[src/rtl/vga_rx_monitor_pkg.sv]
// Shared 640x480 timing constants, receiver state encoding and the pixel signature step.
// Also used by the VGA controller so both ends agree on the format.
package vga_rx_monitor_pkg;

   typedef enum logic [1:0] {SEARCH, ALIGN, LOCKED} rxState_t;

   localparam int H_ACTIVE = 640;
   localparam int H_FRONT  = 16;
   localparam int H_SYNC   = 96;
   localparam int H_BACK   = 48;
   localparam int H_TOTAL  = H_ACTIVE + H_FRONT + H_SYNC + H_BACK;
   localparam int V_ACTIVE = 480;
   localparam int V_FRONT  = 10;
   localparam int V_SYNC   = 2;
   localparam int V_BACK   = 33;
   localparam int V_TOTAL  = V_ACTIVE + V_FRONT + V_SYNC + V_BACK;

   // Rotate left by one, then fold in the new pixel.
   function automatic logic [23:0] sigStep(input logic [23:0] sig, input logic [23:0] rgb);
      return {sig[22:0], sig[23]} ^ rgb;
   endfunction

endpackage

[src/rtl/vga_rx_monitor_if.sv]
// Video bundle tapped from the VGA output registers: pixel strobe, syncs, blanking and colour.
interface vga_rx_monitor_if;
   logic        pix_en;
   logic        hs;
   logic        vs;
   logic        blank_n;
   logic [23:0] rgb;

   modport master (output pix_en, hs, vs, blank_n, rgb);
   modport slave  (input  pix_en, hs, vs, blank_n, rgb);
endinterface

[src/rtl/vga_rx_monitor_edge.sv]
// pix_en-qualified sampling of the video bundle; flags sync assertions against the previous sample.
module vga_edge_sampler #(
   parameter bit SYNC_POL = 1'b0
) (
   input  logic            CLOCK_50,
   input  logic            reset,
   vga_rx_monitor_if.slave vid,
   output logic            smpStb,
   output logic            hsAssert,
   output logic            vsAssert,
   output logic            smpActive,
   output logic [23:0]     smpRgb
);
   logic hsPrev;
   logic vsPrev;

   // Previous levels start deasserted so a sync held asserted through reset still counts.
   always_ff @(posedge CLOCK_50 or posedge reset) begin
      if (reset) begin
         hsPrev <= ~SYNC_POL;
         vsPrev <= ~SYNC_POL;
      end else if (vid.pix_en) begin
         hsPrev <= vid.hs;
         vsPrev <= vid.vs;
      end
   end

   assign smpStb    = vid.pix_en;
   assign hsAssert  = vid.pix_en && (vid.hs == SYNC_POL) && (hsPrev != SYNC_POL);
   assign vsAssert  = vid.pix_en && (vid.vs == SYNC_POL) && (vsPrev != SYNC_POL);
   assign smpActive = vid.pix_en && vid.blank_n;
   assign smpRgb    = vid.rgb;
endmodule

[src/rtl/vga_rx_monitor.sv]
// Receive-side VGA monitor: recovers pixel coordinates, measures line/frame timing,
// checks it against the expected format and produces a per-frame pixel signature.
//   state  | meaning
//   SEARCH | no VS seen since reset, frame boundaries unknown
//   ALIGN  | framed, last closed frame was bad or none closed yet
//   LOCKED | last closed frame matched the format
module vga_rx_monitor #(
   parameter int H_ACTIVE = vga_rx_monitor_pkg::H_ACTIVE,
   parameter int V_ACTIVE = vga_rx_monitor_pkg::V_ACTIVE,
   parameter int H_TOTAL  = vga_rx_monitor_pkg::H_TOTAL,
   parameter int V_TOTAL  = vga_rx_monitor_pkg::V_TOTAL,
   parameter bit SYNC_POL = 1'b0,
   parameter int CW       = 10
) (
   input  logic            CLOCK_50,
   input  logic            reset,
   vga_rx_monitor_if.slave vid,
   output logic            pix_valid,
   output logic [CW-1:0]   pix_x,
   output logic [CW-1:0]   pix_y,
   output logic [23:0]     pix_rgb,
   output logic [CW-1:0]   line_len,
   output logic [CW-1:0]   frame_lines,
   output logic [23:0]     frame_sig,
   output logic            frame_done,
   output logic            fmt_err,
   output logic            locked
);
   import vga_rx_monitor_pkg::*;

   localparam logic [18:0] ACT_FRAME = 19'(H_ACTIVE * V_ACTIVE);

   function automatic logic [CW-1:0] satInc(input logic [CW-1:0] v);
      return (&v) ? v : v + 1'b1;
   endfunction

   logic          smpStb, hsA, vsA, act;
   logic [23:0]   smpRgb;
   logic [CW-1:0] hCnt, xCnt, yCnt, vCnt;
   logic [CW-1:0] lenNow, linesNow;
   logic          lineHasAct, badLine, badNow, frameGood;
   logic [18:0]   actCnt;
   logic [23:0]   sig;
   rxState_t      state, stateNext;

   vga_edge_sampler #(.SYNC_POL(SYNC_POL)) u_sampler (
      .CLOCK_50  (CLOCK_50),
      .reset     (reset),
      .vid       (vid),
      .smpStb    (smpStb),
      .hsAssert  (hsA),
      .vsAssert  (vsA),
      .smpActive (act),
      .smpRgb    (smpRgb)
   );

   // A line closing on the VS sample is folded into the frame it ends.
   always_comb begin
      lenNow    = satInc(hCnt);
      linesNow  = hsA ? satInc(vCnt) : vCnt;
      badNow    = badLine || (hsA && (lenNow != CW'(H_TOTAL)));
      frameGood = (linesNow == CW'(V_TOTAL)) && !badNow && (actCnt == ACT_FRAME);
      stateNext = state;
      if (vsA) begin
         case (state)
            SEARCH:  stateNext = ALIGN;
            ALIGN:   if (frameGood) stateNext = LOCKED;
            LOCKED:  if (!frameGood) stateNext = ALIGN;
            default: stateNext = SEARCH;
         endcase
      end
   end

   always_ff @(posedge CLOCK_50 or posedge reset) begin
      if (reset) state <= SEARCH;
      else       state <= stateNext;
   end

   assign locked = (state == LOCKED);

   always_ff @(posedge CLOCK_50 or posedge reset) begin
      if (reset) begin
         pix_valid   <= 1'b0;
         pix_x       <= '0;
         pix_y       <= '0;
         pix_rgb     <= '0;
         line_len    <= '0;
         frame_lines <= '0;
         frame_sig   <= '0;
         frame_done  <= 1'b0;
         fmt_err     <= 1'b0;
         hCnt        <= '0;
         xCnt        <= '0;
         yCnt        <= '0;
         vCnt        <= '0;
         lineHasAct  <= 1'b0;
         badLine     <= 1'b0;
         actCnt      <= '0;
         sig         <= '0;
      end else begin
         pix_valid  <= 1'b0;
         frame_done <= 1'b0;
         fmt_err    <= 1'b0;
         if (smpStb) begin
            hCnt <= satInc(hCnt);
            if (act) begin
               pix_valid  <= 1'b1;
               pix_x      <= xCnt;
               pix_y      <= yCnt;
               pix_rgb    <= smpRgb;
               xCnt       <= satInc(xCnt);
               lineHasAct <= 1'b1;
               actCnt     <= (&actCnt) ? actCnt : actCnt + 1'b1;
               sig        <= sigStep(sig, smpRgb);
            end
            if (hsA) begin
               line_len   <= lenNow;
               hCnt       <= '0;
               xCnt       <= '0;
               vCnt       <= linesNow;
               badLine    <= badNow;
               lineHasAct <= act;
               if (lineHasAct) yCnt <= satInc(yCnt);
            end
            if (vsA) begin
               frame_lines <= linesNow;
               frame_sig   <= sig;
               vCnt        <= '0;
               yCnt        <= '0;
               badLine     <= 1'b0;
               actCnt      <= '0;
               sig         <= '0;
               if (state != SEARCH) begin
                  frame_done <= 1'b1;
                  fmt_err    <= !frameGood;
               end
            end
         end
      end
   end
endmodule

[src/flat_wrapper.sv]
// flat-port wrapper written by rule: the top's interface ports become plain ports
module vga_rx_monitor_flat import vga_rx_monitor_pkg::*;
#(
   parameter int H_ACTIVE = vga_rx_monitor_pkg::H_ACTIVE,
   parameter int V_ACTIVE = vga_rx_monitor_pkg::V_ACTIVE,
   parameter int H_TOTAL  = vga_rx_monitor_pkg::H_TOTAL,
   parameter int V_TOTAL  = vga_rx_monitor_pkg::V_TOTAL,
   parameter bit SYNC_POL = 1'b0,
   parameter int CW       = 10
)
  (CLOCK_50, reset, pix_valid, pix_x, pix_y, pix_rgb, line_len, frame_lines, frame_sig, frame_done, fmt_err, locked, vid_pix_en, vid_hs, vid_vs, vid_blank_n, vid_rgb);
  vga_rx_monitor_if vid_i ();
  input  logic CLOCK_50;
  input  logic reset;
  output logic pix_valid;
  output logic [CW-1:0] pix_x;
  output logic [CW-1:0] pix_y;
  output logic [23:0] pix_rgb;
  output logic [CW-1:0] line_len;
  output logic [CW-1:0] frame_lines;
  output logic [23:0] frame_sig;
  output logic frame_done;
  output logic fmt_err;
  output logic locked;
  input wire logic [$bits(vid_i.pix_en)-1:0] vid_pix_en;
  input wire logic [$bits(vid_i.hs)-1:0] vid_hs;
  input wire logic [$bits(vid_i.vs)-1:0] vid_vs;
  input wire logic [$bits(vid_i.blank_n)-1:0] vid_blank_n;
  input wire logic [$bits(vid_i.rgb)-1:0] vid_rgb;
  assign vid_i.pix_en = vid_pix_en;
  assign vid_i.hs = vid_hs;
  assign vid_i.vs = vid_vs;
  assign vid_i.blank_n = vid_blank_n;
  assign vid_i.rgb = vid_rgb;
  vga_rx_monitor #(.H_ACTIVE(H_ACTIVE), .V_ACTIVE(V_ACTIVE), .H_TOTAL(H_TOTAL), .V_TOTAL(V_TOTAL), .SYNC_POL(SYNC_POL), .CW(CW)) u_core (.CLOCK_50(CLOCK_50), .reset(reset), .vid(vid_i), .pix_valid(pix_valid), .pix_x(pix_x), .pix_y(pix_y), .pix_rgb(pix_rgb), .line_len(line_len), .frame_lines(frame_lines), .frame_sig(frame_sig), .frame_done(frame_done), .fmt_err(fmt_err), .locked(locked));
endmodule
[config.mk]
export PLATFORM = sky130hd
export DESIGN_NAME = vga_rx_monitor_flat
export DESIGN_NICKNAME = d
export VERILOG_FILES = /design/src/rtl/vga_rx_monitor_pkg.sv /design/src/rtl/vga_rx_monitor_if.sv /design/src/rtl/vga_rx_monitor_edge.sv /design/src/rtl/vga_rx_monitor.sv /design/src/flat_wrapper.sv
export SDC_FILE = /design/constraint.sdc
export NUM_CORES = 1
export LEC_CHECK = 0
export CAP_MARGIN = 20
export CORE_MARGIN = 1
export CORE_UTILIZATION = 45
export DETAILED_ROUTE_END_ITERATION = 7
export GPL_ROUTABILITY_DRIVEN = 0
export PLACE_DENSITY = 0.64
export SYNTH_ARGS = -nofsm -noshare
export SYNTH_HDL_FRONTEND = slang
export SYNTH_SLANG_ARGS = --single-unit
export TNS_END_PERCENT = 50
[constraint.sdc]
create_clock -name CLOCK_50 -period 7.08 [get_ports CLOCK_50]
set_input_delay 1.416 -clock CLOCK_50 [delete_from_list [all_inputs] [get_ports CLOCK_50]]
set_output_delay 1.416 -clock CLOCK_50 [all_outputs]
set_load 0.02 [all_outputs]
==> run summary <==
Synth Register Bits: 180
P per Cell Area: 298.3 nW/µm²
number of global-route vias before repair: 5734
Async SR Flop Fraction: 1.000
Slew Viols, Final: 0
total track usage: 0.2078
setup bufs post-CTS: 0
ys flop type: dfrtp_1
Detailed Place HPWL: 11650 µm
cell area after synthesis: 8044 µm²
simple-gate share of the synthesized area: 0.2327
largest net degree at the start of global routing: 84
post-synth net total: 894
Root Driver: clkbuf_16
worst r2r dst: u_core.state[0]$_DFFE_PP0P_
Cells after Synth: 858
largest family of logic cells by synthesized area: simple AND/OR/NAND/NOR gates
worst stage delay on the critical path: 1.06 ns
crit path max-delay cell type: clkdlybuf4s50_1
Worst Setup SP: vid_pix_en
Area growth, synth to finish: 25.45%
min-delay src: u_core.frame_sig[1]$_DFFE_PP0P_
CTS H-Tree Depth: 4
period utilisation layout: 0.5983
Worst-path clk slew: 0.07 ns
Skew-Pair Late Insertion Delay: 0.43 ns
Ys Warns: 0
DRC viols: 0
Antenna diodes: 0
nature of the critical path endpoint: flip-flop
min Tclk post-route: 4.236 ns
CTS Buf Count: 17
vias per cell: 5.049
distinct cell type count after synthesis: 50
CTS tree: yes
peak supply drop: 0.1850 mV
adder-cell area share of the yosys netlist: 0.009333
Avg Cell Area, Syn: 9.375 µm²
RSZ-0062 raised after global routing: false
Startpoint Class: primary input
WL/cell: 14.76 µm
Setup TNS: 0 ns
CTS Hold Bufs: 0
Worst Path Required: 7.40 ns
initial core utilization: 0.4635
die width: 135.7 µm
r2r worst-path depth: 7
commonest non-fill, non-tap cell in the layout: nand2_1
final non-filler cell total: 1203
row count: 48
status: finished clean
# clock sinks: 180
FF-to-FF Start: u_core.u_sampler.hsPrev$_DFFE_PP1P_
post-CTS sizing: 0
Hold Worst Slack: 0.4705 ns
register area share after synthesis: 0.5603
post-synthesis mux area share: 0.01789
final setup vio count: 0
Max Cap Viol: 0
placed cells: 1170
Pleak: 4.572 nW
critical-path cell list: clkdlybuf4s50_1, and3b_1, o31ai_1, nor3_1, o2111ai_2, nor4_4, o211ai_1, o211a_1
die height: 135.7 µm
WS Path Type: in -> reg
Final ANT Viol Nets: 0
drt first pass iters: 5
Worst Tran Pin Value: 0.9019 ns
full die area: 18410 µm²
total number of vias: 6074
commonest cells after routing, fill and taps aside: 259 x nand2_1, 178 x dfrtp_1, 121 x clkdlybuf4s50_1
headroom to the max-slew limit: 0.3988
Overflow after GRT: 0
Fmax achieved: 236.1 MHz
clk buf depth: 2
core area: 17360 µm²
worst endpoint data arrival time: 4.56 ns
global-route wire length before repair: 29600 µm
WL met1: 8698 µm
post-route clock skew: 0.006799 ns
Tot Pwr: 3.010 mW
Compound-Gate Fraction of Synth Area: 0.08368
Hold Path Cell Cnt: 2
max layer used: met4
WL final: 17760 µm
I/O Buffers: 121
HP Class: reg -> reg
initial antenna violation count: 0
R2R setup slack: 4.47 ns
worst-path fanout max: 22
DRT iter0 DRCs: 425
final hold vios: 0
met3 WL post-DR: 1146 µm
share of cells above drive strength 1: 0.05828
Worst Setup EP: u_core.state[0]$_DFFE_PP0P_
met2 routed WL: 7644 µm
Post-Synth XOR/XNOR Area: 0.06968
EDFF count, synth: 0
nets: 1001
total I/O pin count: 122
## stage by stage
stage,util,area [µm²],worst slack (ns)
final,0.5814,10090,2.844
after detailed placement,0.5438,9438,2.418
after global routing,0.5814,10090,2.704
after CTS,0.5802,10070,2.866
after floorplan,-,8044,0.7803
after global placement,0.5438,9438,2.476
## flip-flops by register name, summed over array words and instances, names as in the netlist
name                     flops
u_core.actCnt               19
u_core.badLine               1
u_core.fmt_err               1
u_core.frame_done            1
u_core.frame_lines          10
u_core.frame_sig            24
u_core.hCnt                 10
u_core.lineHasAct            1
u_core.line_len             10
u_core.pix_rgb              24
u_core.pix_valid             1
u_core.pix_x                10
u_core.pix_y                10
u_core.sig                  24
u_core.state                 2
u_core.u_sampler.hsPrev      1
u_core.u_sampler.vsPrev      1
u_core.vCnt                 10
u_core.xCnt                 10
u_core.yCnt                 10
## layout make-up
class                      count  area, µm²
sequential                   180       4507
tap                          225      281.5
clock inverter                14      203.9
clock buffer                  18      429.2
inverter                      14      57.56
multi-input combinational    623       3328
fill                        1548       7266
timing repair buffer         129       1284
## synthesized netlist by cell type, drive strengths merged, types with 4 or more instances
cell | number | area share
xor2 | 24 | 0.026
and4 | 7 | 0.0076
clkbuf | 35 | 0.016
buf | 6 | 0.0036
nor4 | 5 | 0.0058
a21oi | 16 | 0.010
and3 | 5 | 0.0039
nand2 | 260 | 0.12
nand3 | 24 | 0.016
a211oi | 25 | 0.023
o22ai | 4 | 0.0031
xnor2 | 40 | 0.044
mux2i | 11 | 0.014
nand4 | 12 | 0.0093
o21ai | 36 | 0.022
o31ai | 4 | 0.0037
ha | 6 | 0.0093
or3 | 7 | 0.0054
a31oi | 5 | 0.0039
nor3 | 9 | 0.0062
nor2 | 89 | 0.042
inv | 14 | 0.0065
dfrtp | 178 | 0.55
## metal layers
metal | track usage | vias to the layer above
li1 | - | 3059
met1 | 0.2985 | 2852
met2 | 0.2965 | 142
met3 | 0.06435 | 21
met4 | 0.06866 | 0
met5 | 0 | -
## worst min path at each step
stage / slack, ns / end
after floorplan: 0.47 / u_core.lineHasAct$_DFFE_PP0P_
after global placement: 0.46 / u_core.frame_sig[14]$_DFFE_PP0P_
after detailed placement: 0.46 / u_core.frame_sig[1]$_DFFE_PP0P_
after CTS: 0.48 / u_core.frame_sig[1]$_DFFE_PP0P_
after global routing: 0.49 / u_core.frame_sig[0]$_DFFE_PP0P_
final: 0.47 / u_core.frame_sig[1]$_DFFE_PP0P_
## kinds of logic after synthesis
kind of cell,Yosys count
xor gates and xnor gates,64
and+or+nand+nor,435
adders and majority gates,6
DFF,180
muxes,14
AOI/OAI and AO/OA,104
buffers and inverters,55
## critical path, delay by kind of cell
kind            cells  cell delay, ns
compound gates      4            0.67
buf+inv             1            1.06
simple gates        3            1.41
## report_power, final
group / switching, mW / internal [mW]
Combinational: 0.352 / 0.310
Sequential: 0.147 / 1.19
Clock: 0.413 / 0.595
Power figures use the tool's default switching activity.
